===== config.mk =====
export PLATFORM = sky130hd
export DESIGN_NAME = ldm_writeback_sequencer
export DESIGN_NICKNAME = d
export VERILOG_FILES = /design/src/rtl/ldm_writeback_sequencer_pkg.sv /design/src/rtl/ldm_writeback_sequencer_reg_list_prienc.sv /design/src/rtl/ldm_writeback_sequencer.sv
export SDC_FILE = /design/constraint.sdc
export NUM_CORES = 1
export LEC_CHECK = 0
export CORE_ASPECT_RATIO = 1.1
export CORE_MARGIN = 4
export CORE_UTILIZATION = 35
export DETAILED_ROUTE_END_ITERATION = 12
export GPL_TIMING_DRIVEN = 0
export SLEW_MARGIN = 20
export SYNTH_ARGS = -nofsm -noshare
export SYNTH_HDL_FRONTEND = slang
export SYNTH_SLANG_ARGS = --single-unit
export TNS_END_PERCENT = 20

===== constraint.sdc =====
create_clock -name Clk -period 3.45 [get_ports Clk]
set_clock_uncertainty 0.05 [all_clocks]
set_input_delay 0.345 -clock Clk [delete_from_list [all_inputs] [get_ports Clk]]
set_output_delay 0.345 -clock Clk [all_outputs]
set_load 0.02 [all_outputs]

===== src/rtl/ldm_writeback_sequencer_pkg.sv =====
// Shared definitions for the LDM writeback sequencer: FSM state encoding,
// register-list width, PC register index and default address step.
package ldm_writeback_sequencer_pkg;

    localparam int         REG_LIST_W = 16;
    localparam int         ADDR_STEP  = 4;
    localparam logic [3:0] PC_INDEX   = 4'd15;

    typedef enum logic [2:0] {
        ST_IDLE  = 3'd0,
        ST_REQ   = 3'd1,
        ST_WRITE = 3'd2,
        ST_WBACK = 3'd3,
        ST_DONE  = 3'd4
    } state_t;

endpackage


===== src/rtl/ldm_writeback_sequencer_reg_list_prienc.sv =====
// Lowest-set-bit priority encoder for a 16-bit register list.
// Ports: list (in, 16) -> idx (out, 4, lowest set bit), any (out, list != 0).
module reg_list_prienc
    import ldm_writeback_sequencer_pkg::*;
(
    input  logic [REG_LIST_W-1:0] list,
    output logic [3:0]            idx,
    output logic                  any
);

    // Scanning downwards leaves the lowest set index as the final value.
    always_comb begin
        idx = 4'd0;
        for (int i = REG_LIST_W - 1; i >= 0; i--) begin
            if (list[i]) begin
                idx = i[3:0];
            end
        end
    end

    assign any = |list;

endmodule


===== src/rtl/ldm_writeback_sequencer.sv =====
// LDM-style multi-register load sequencer driving the register-file write side.
// Ports: Clk, R (sync reset), start/reg_list/base_addr/rn/wback (command),
//        mem_req/mem_addr/mem_data/mem_valid (read port),
//        PW/RW/load (R0-R14 write), pc_in/pc_enable (R15 write), busy, done.
module ldm_writeback_sequencer
    import ldm_writeback_sequencer_pkg::*;
#(
    parameter int DATA_W    = 32,
    parameter int ADDR_STEP = ldm_writeback_sequencer_pkg::ADDR_STEP
) (
    input  logic                  Clk,
    input  logic                  R,
    input  logic                  start,
    input  logic [REG_LIST_W-1:0] reg_list,
    input  logic [DATA_W-1:0]     base_addr,
    input  logic [3:0]            rn,
    input  logic                  wback,
    input  logic [DATA_W-1:0]     mem_data,
    input  logic                  mem_valid,
    output logic                  mem_req,
    output logic [DATA_W-1:0]     mem_addr,
    output logic [DATA_W-1:0]     PW,
    output logic [3:0]            RW,
    output logic                  load,
    output logic [DATA_W-1:0]     pc_in,
    output logic                  pc_enable,
    output logic                  busy,
    output logic                  done
);

    localparam logic [DATA_W-1:0] STEP = DATA_W'(ADDR_STEP);

    state_t                  state;
    logic [REG_LIST_W-1:0]   list_reg;
    logic [REG_LIST_W-1:0]   orig_list;
    logic [DATA_W-1:0]       addr_reg;
    logic [DATA_W-1:0]       data_reg;
    logic [3:0]              rn_reg;
    logic                    wback_reg;

    logic [REG_LIST_W-1:0]   pe_in;
    logic [3:0]              pe_idx;
    logic                    pe_any;
    logic [REG_LIST_W-1:0]   rem_list;

    // One encoder serves both the IDLE empty-list check (fresh command)
    // and the WRITE target selection (latched list).
    assign pe_in    = (state == ST_IDLE) ? reg_list : list_reg;
    assign rem_list = list_reg & ~(REG_LIST_W'(1) << pe_idx);

    reg_list_prienc u_prienc (
        .list (pe_in),
        .idx  (pe_idx),
        .any  (pe_any)
    );

    always_ff @(posedge Clk) begin
        if (R) begin
            state     <= ST_IDLE;
            list_reg  <= '0;
            orig_list <= '0;
            addr_reg  <= '0;
            data_reg  <= '0;
            rn_reg    <= '0;
            wback_reg <= 1'b0;
        end else begin
            unique case (state)
                ST_IDLE: begin
                    if (start) begin
                        list_reg  <= reg_list;
                        orig_list <= reg_list;
                        addr_reg  <= base_addr;
                        rn_reg    <= rn;
                        wback_reg <= wback;
                        if (pe_any)     state <= ST_REQ;
                        else if (wback) state <= ST_WBACK;
                        else            state <= ST_DONE;
                    end
                end
                ST_REQ: begin
                    if (mem_valid) begin
                        data_reg <= mem_data;
                        state    <= ST_WRITE;
                    end
                end
                ST_WRITE: begin
                    list_reg <= rem_list;
                    addr_reg <= addr_reg + STEP;
                    // A base register that is also loaded keeps the loaded value.
                    if (|rem_list)
                        state <= ST_REQ;
                    else if (wback_reg && !orig_list[rn_reg])
                        state <= ST_WBACK;
                    else
                        state <= ST_DONE;
                end
                ST_WBACK: state <= ST_DONE;
                ST_DONE:  state <= ST_IDLE;
                default:  state <= ST_IDLE;
            endcase
        end
    end

    always_comb begin
        mem_req   = 1'b0;
        mem_addr  = '0;
        PW        = '0;
        RW        = 4'd0;
        load      = 1'b0;
        pc_in     = '0;
        pc_enable = 1'b0;
        busy      = (state != ST_IDLE);
        done      = (state == ST_DONE);
        unique case (state)
            ST_REQ: begin
                mem_req  = 1'b1;
                mem_addr = addr_reg;
            end
            ST_WRITE: begin
                if (pe_idx == PC_INDEX) begin
                    pc_enable = 1'b1;
                    pc_in     = data_reg;
                end else begin
                    load = 1'b1;
                    RW   = pe_idx;
                    PW   = data_reg;
                end
            end
            ST_WBACK: begin
                if (rn_reg == PC_INDEX) begin
                    pc_enable = 1'b1;
                    pc_in     = addr_reg;
                end else begin
                    load = 1'b1;
                    RW   = rn_reg;
                    PW   = addr_reg;
                end
            end
            default: ;
        endcase
    end

endmodule


== Word level (Yosys, flattened, before mapping) ==
Cells that the tools add are included.

* Register bits after elaboration: 104
* Output and inout port bits: 105
* Word-level logic and storage cells: 78

* Add/subtract/negate cells: 1
* $lt $le $gt $ge: 1
* Equal/unequal tests: 8
* Shift-type cells: 1
* Multiplexer cells: 47
* Bitwise logic cells: 2
* Reductions and logical operators: 11

{| class="wikitable"
|+ Operator list
! kind !! number
|-
| 2-to-1 mux 32 bit || 6
|-
| one-hot mux 32 bit (2 select lines) || 3
|-
| 2-to-1 mux 4 bit || 18
|-
| adder 32 x 3 -> 32 bit, second input constant || 1
|-
| 2-to-1 mux 16 bit || 2
|-
| one-hot mux 16 bit (2 select lines) || 1
|-
| OR reduction 16 bit || 2
|-
| 2-to-1 mux 3 bit || 6
|-
| bitwise AND 16 bit || 1
|-
| inverter 16 bit || 1
|-
| left shift 1 x 4 -> 16 bit, first input constant || 1
|-
| one-hot mux 3 bit (4 select lines) || 1
|-
| == test 4 bit, second input constant || 2
|-
| one-hot mux 4 bit (2 select lines) || 1
|-
| AND reduction 2 bit || 4
|-
| == test 3 x 2 -> 1 bit, second input constant || 2
|-
| 2-to-1 mux 1 bit || 6
|-
| less-than comparator 4 x 5 -> 1 bit, second input constant || 1
|-
| binary-select mux 1 bit (select 4 bit) || 1
|-
| != test 2 bit, second input constant || 2
|-
| one-hot mux 1 bit (2 select lines) || 2
|-
| == test 3 x 1 -> 1 bit, second input constant || 1
|-
| == test 3 bit, second input constant || 1
|-
| zero test 3 bit || 1
|-
| 4 further kinds || 4
|}

== Depth between registers and ports, before layout ==
* Word-level depth: 24
* Gate-level depth with buffers: 12
* Gate-level depth less buffers: 10

== By module ==
A second synthesis with hierarchy kept.

* Cell total of the unflattened synthesis: 800
* Area total of the unflattened synthesis: 6123.4 µm²

{| class="wikitable"
|+ By module, submodules not included
! module !! instances !! cells each !! area each (µm²) !! seq. area each (µm²)
|-
| ldm_writeback_sequencer || 1 || 766 || 5947.0 || 2082.0
|-
| reg_list_prienc || 1 || 34 || 176.4 || 0.0
|}

== Worst setup path after synthesis ==
Ideal clock, no wire load.

* Kind: input -> output
* From: input port reg_list[12]
* To: output port PW[12]
* Data arrival time: 2.695 ns
* Required time: 3.055 ns
* Slack: 0.360 ns
* Cell stages on the path: 9
* Path buffers: 3
* Cell sequence: or4_4 or3b_4 o211a_4 and2_2 clkbuf_1 a31oi_1 buf_2 buf_1 a22o_1

* Cells in the longest elaborated chain, start to end: 17

{| class="wikitable"
|+ Ends and longest elaborated chain
! what !! line !! text
|-
| from (decl) || ldm_writeback_sequencer.sv:14 || <nowiki>input logic [REG_LIST_W-1:0] reg_list,</nowiki>
|-
| 2-to-1 mux 16 bit || ldm_writeback_sequencer.sv:48 || <nowiki>assign pe_in = (state == ST_IDLE) ? reg_list : list_reg;</nowiki>
|-
| 2-to-1 mux 4 bit (13 in series) || ldm_writeback_sequencer_reg_list_prienc.sv:15 || <nowiki>if (list[i]) begin</nowiki>
|-
| == test 4 bit || ldm_writeback_sequencer.sv:120 || <nowiki>if (pe_idx == PC_INDEX) begin</nowiki>
|-
| 2-to-1 mux 32 bit || ldm_writeback_sequencer.sv:120 ||
|-
| one-hot mux 32 bit (2 select lines) || ldm_writeback_sequencer.sv:114 || <nowiki>unique case (state)</nowiki>
|-
| to (decl) || ldm_writeback_sequencer.sv:22 || <nowiki>output logic [DATA_W-1:0] PW,</nowiki>
|}

No other way between the ends.

== Worst setup path after layout ==
* From: input port reg_list[11]
* To: output port PW[9]

* Cells in the longest elaborated chain, start to end: 16

{| class="wikitable"
|+ Ends and longest elaborated chain
! what !! line
|-
| 2-to-1 mux 16 bit || ldm_writeback_sequencer.sv:48
|-
| 2-to-1 mux 4 bit (12 in series) || ldm_writeback_sequencer_reg_list_prienc.sv:15
|-
| == test 4 bit || ldm_writeback_sequencer.sv:120
|-
| 2-to-1 mux 32 bit || ldm_writeback_sequencer.sv:120
|-
| one-hot mux 32 bit (2 select lines) || ldm_writeback_sequencer.sv:114
|}

No other way between the ends.

==> implementation parameters <==
Parameter                              Value

Run status
  Status ... completed

Cells and area
  Layout cell share with drive strength beyond 1 ... 13.8%
  Multi-input logic area ... 3860 µm²
  Sequential standard cell area ... 2080 µm²
  Total of fill cells in the finished design ... 1,790
  Layout-stage area growth over the synthesis result ... 45.2%
  Final Net Count ... 1,114
  Non-filler cells, final ... 1,264
  Final cell area excluding filler cells ... 8810 µm²

Worst setup path
  Path type of the worst setup path ... primary input to output pin
  Required time worst endpoint ... 3050 ps
  Arr. time, crit path ... 3020 ps
  Critical path capture point type ... output pin
  Cell-by-cell trace of the critical path ... clkdlybuf4s50_1 -> nor4_4 -> or3b_4 -> o211a_4 -> and2_4 -> a31oi_4 -> buf_6 -> buf_4 -> a22o_1 -> dlygate4sd2_1
  Slowest cell on the critical path ... clkdlybuf4s50_1
  CP startpoint kind ... primary input
  Maximum fanout encountered on the critical timing path ... 7
  Maximum single-stage delay on the critical path ... 510 ps

Logic synthesis
  Register bit count reported by yosys ... 104
  Post-Syn Nets ... 900
  Total number of yosys warnings ... 0
  Number of enable-type register cells in the synthesized netlist ... 0
  Post-synthesis area per instance ... 7.49 µm²
  Number of distinct library cells after synthesis ... 71
  Netlist area before placement ... 6060 µm²
  Cell count after synthesis ... 810
  Commonest register cell after synthesis ... dfxtp_1
  Async set or reset register ratio after synthesis ... 0%
  Portion of the post-synthesis area used by sequential elements ... 34.3%

Power and ir drop
  Cell area power density ... 403 nW/µm²
  Total chip power ... 3.55 mW
  Worst voltage drop across the vdd grid ... 317 µV
  Leakage ... 3.19 nW

Clock tree
  Number of buffers added to fix hold violations after cts ... 0
  Deepest clock path buffer count ... 2
  CTS tree ... yes
  Cell at the root of the clock tree ... clkbuf_16
  # H-tree levels ... 3
  Latest clock arrival within the worst-skew pair ... 360 ps
  Number of buffers created by CTS ... 9
  Number of sinks handled by clock tree synthesis ... 104
  Clock slew seen by the registers of the worst setup and hold paths ... 80 ps

Drt
  Via total after detailed routing ... 7,259
  Routed wirelength normalized by instance count ... 21.6 µm
  Detailed-route vias per instance ... 5.74
  Violation count after the first detailed-route iteration ... 589
  Number of nets with antenna violations after routing ... 0
  Total wire length after detailed routing ... 27,300 µm
  # DRC ... 0
  Number of iterations in the first detailed-routing pass ... 5

Place
  Number of cells in the design after placement ... 1,237
  DP Area ... 8290 µm²
  Half-perimeter wire length after placement ... 20,300 µm
  Number of port buffers ... 193
  Routability congestion estimate from global placement ... 0.948

Floorplanning
  Die boundary width ... 134 µm
  Number of placement rows ... 50
  Area of the die ... 19,500 µm²
  Core region area ... 17,000 µm²
  Number of I/O pins ... 194
  Initial core utilization ... 35.6%
  Die H ... 146 µm

STA
  Final clock period utilization by the worst path ... 99.1%
  Unrepaired setup endpoints after global routing ... yes
  Number of max-slew violations in the final report ... 0
  Transition time at the pin with the least slew margin ... 800 ps
  Final setup violation count ... 0
  Max-slew headroom at the worst pin ... 46.5%
  Setup TNS ... 0 ps
  Worst hold slack ... 314 ps
  Number of hold-slack violations in the final timing report ... 0
  Fmax ... 0.292 GHz
  Final worst path period need ... 3420 ps

Hold path
  Worst hold-check path type ... primary input to register

GRT
  Antenna violations before repair ... 2
  First-pass GRT wire length ... 41,500 µm
  Vias in the first global route ... 7,035
  Maximum number of pins on one net before global-route repair ... 19
  Gr usage total ... 27.3%
  Overflow after GRT ... 0

Job
  Number of max-cap violations ... 0
[per-stage QoR]
step | util (%) | setup slack (ps)
after floorplan | - | 360
after global placement | 48.7 | -1570
after detailed placement | 48.7 | -1540
after CTS | 51.9 | 0.785
after global routing | 51.7 | -17.6
final | 51.7 | 31.1
[routing by layer]
metal  share of wire [%]  vias to the layer above  global-route usage (%)
li1                    -                     3401                       -
met1                  43                     3466                    35.9
met2                  45                      330                    43.6
met3                 8.3                       62                    5.24
met4                 4.5                        0                    12.1
met5                   0                        -                       0
[synth_stat cells, types with 2 or more instances]
cell	n	share of area, %
a2111oi_0	2	0.29
a211oi_1	5	0.62
a211oi_2	2	0.41
a21oi_1	108	8.9
a221oi_1	7	1.0
a22o_1	68	9.8
a22oi_1	3	0.37
a31o_2	2	0.29
a31oi_1	13	1.3
a41oi_1	2	0.29
and2_1	33	3.4
and3_1	3	0.31
buf_1	6	0.37
buf_2	4	0.33
clkbuf_1	53	3.3
dfxtp_1	104	34
inv_1	7	0.43
mux2i_1	2	0.33
mux4_2	5	1.9
nand2_1	144	8.9
nand2b_1	5	0.52
nand3_1	16	1.3
nand3b_1	3	0.37
nand4_1	5	0.52
nor2_1	60	3.7
nor2b_1	7	0.72
nor3_1	20	1.7
nor3b_1	6	0.74
nor4_1	17	1.8
o2111ai_1	2	0.29
o211ai_1	4	0.50
o21a_1	2	0.25
o21ai_0	40	3.3
o21bai_1	4	0.50
o311ai_0	2	0.29
o31ai_1	2	0.25
o41a_1	2	0.37
or3_1	2	0.21
or4_1	5	0.62
or4_4	2	0.37
[critical path: cells and delay by family]
kind / cells / cell delay [ps]
compound gates: 3 / 550
buf+inv: 4 / 1170
simple gates: 3 / 960
[what timing repair did]
| item | CTS | global route |
|---|---|---|
| pin swaps | 5 | 4 |
| setup buffers | 8 | 3 |
| setup endpoints to repair | 81 | 82 |
| endpoints found under the hold margin | 0 | 0 |
| resized for setup | 227 | 48 |
[area by class of cell]
type / instances / share of cell area, %
diodes: 2 / 0.0568
plain buffers: 63 / 3.79
clock buffers: 9 / 2.56
clock inverters: 6 / 0.597
inverters: 8 / 0.369
multi-input cells: 634 / 43.8
flip-flops and latches: 104 / 23.7
well taps: 234 / 3.32
repair buffers: 204 / 21.8
[cell usage in the layout, fill, tap and decap left out, types with 7 or more instances in the layout]
cell / count
nor4_1: 13
a22o_1: 68
dlygate4sd2_1: 19
buf_4: 12
a221oi_1: 7
clkdlybuf4s50_1: 112
a21oi_1: 108
nand3_1: 14
o21ai_0: 40
and2_1: 33
clkbuf_16: 9
nor2_1: 58
nor2b_1: 7
nor3_1: 19
clkdlybuf4s15_2: 30
buf_2: 16
a31oi_1: 10
dfxtp_1: 102
clkbuf_2: 17
clkbuf_1: 43
inv_1: 7
nand2_1: 144
[logic make-up after synthesis]
logic type | count (synthesis) | share of synthesized area (%)
and+or+nand+nor | 341 | 27.2
AOI/OAI and AO/OA | 283 | 31.1
DFF | 104 | 34.3
buffers and inverters | 72 | 4.70
muxes | 8 | 2.37
xor gates and xnor gates | 1 | 0.144
adders and majority gates | 1 | 0.206
[final timing paths]
check	start	end	slack (ps)	cells after the start
worst min register to register	orig_list[3]	orig_list[3]	410	2
worst max register to register	state[1]	state[0]	130	12
worst max-delay path	reg_list[11]	PW[9]	30	10
worst min-delay path	reg_list[5]	orig_list[5]	310	3
[report_power, final]
group	internal, mW	total, mW	switching (mW)
sequential	1.31	1.43	0.124
combinational	0.442	1.12	0.674
clock	0.498	1.01	0.508
Power figures use the tool's default switching activity.
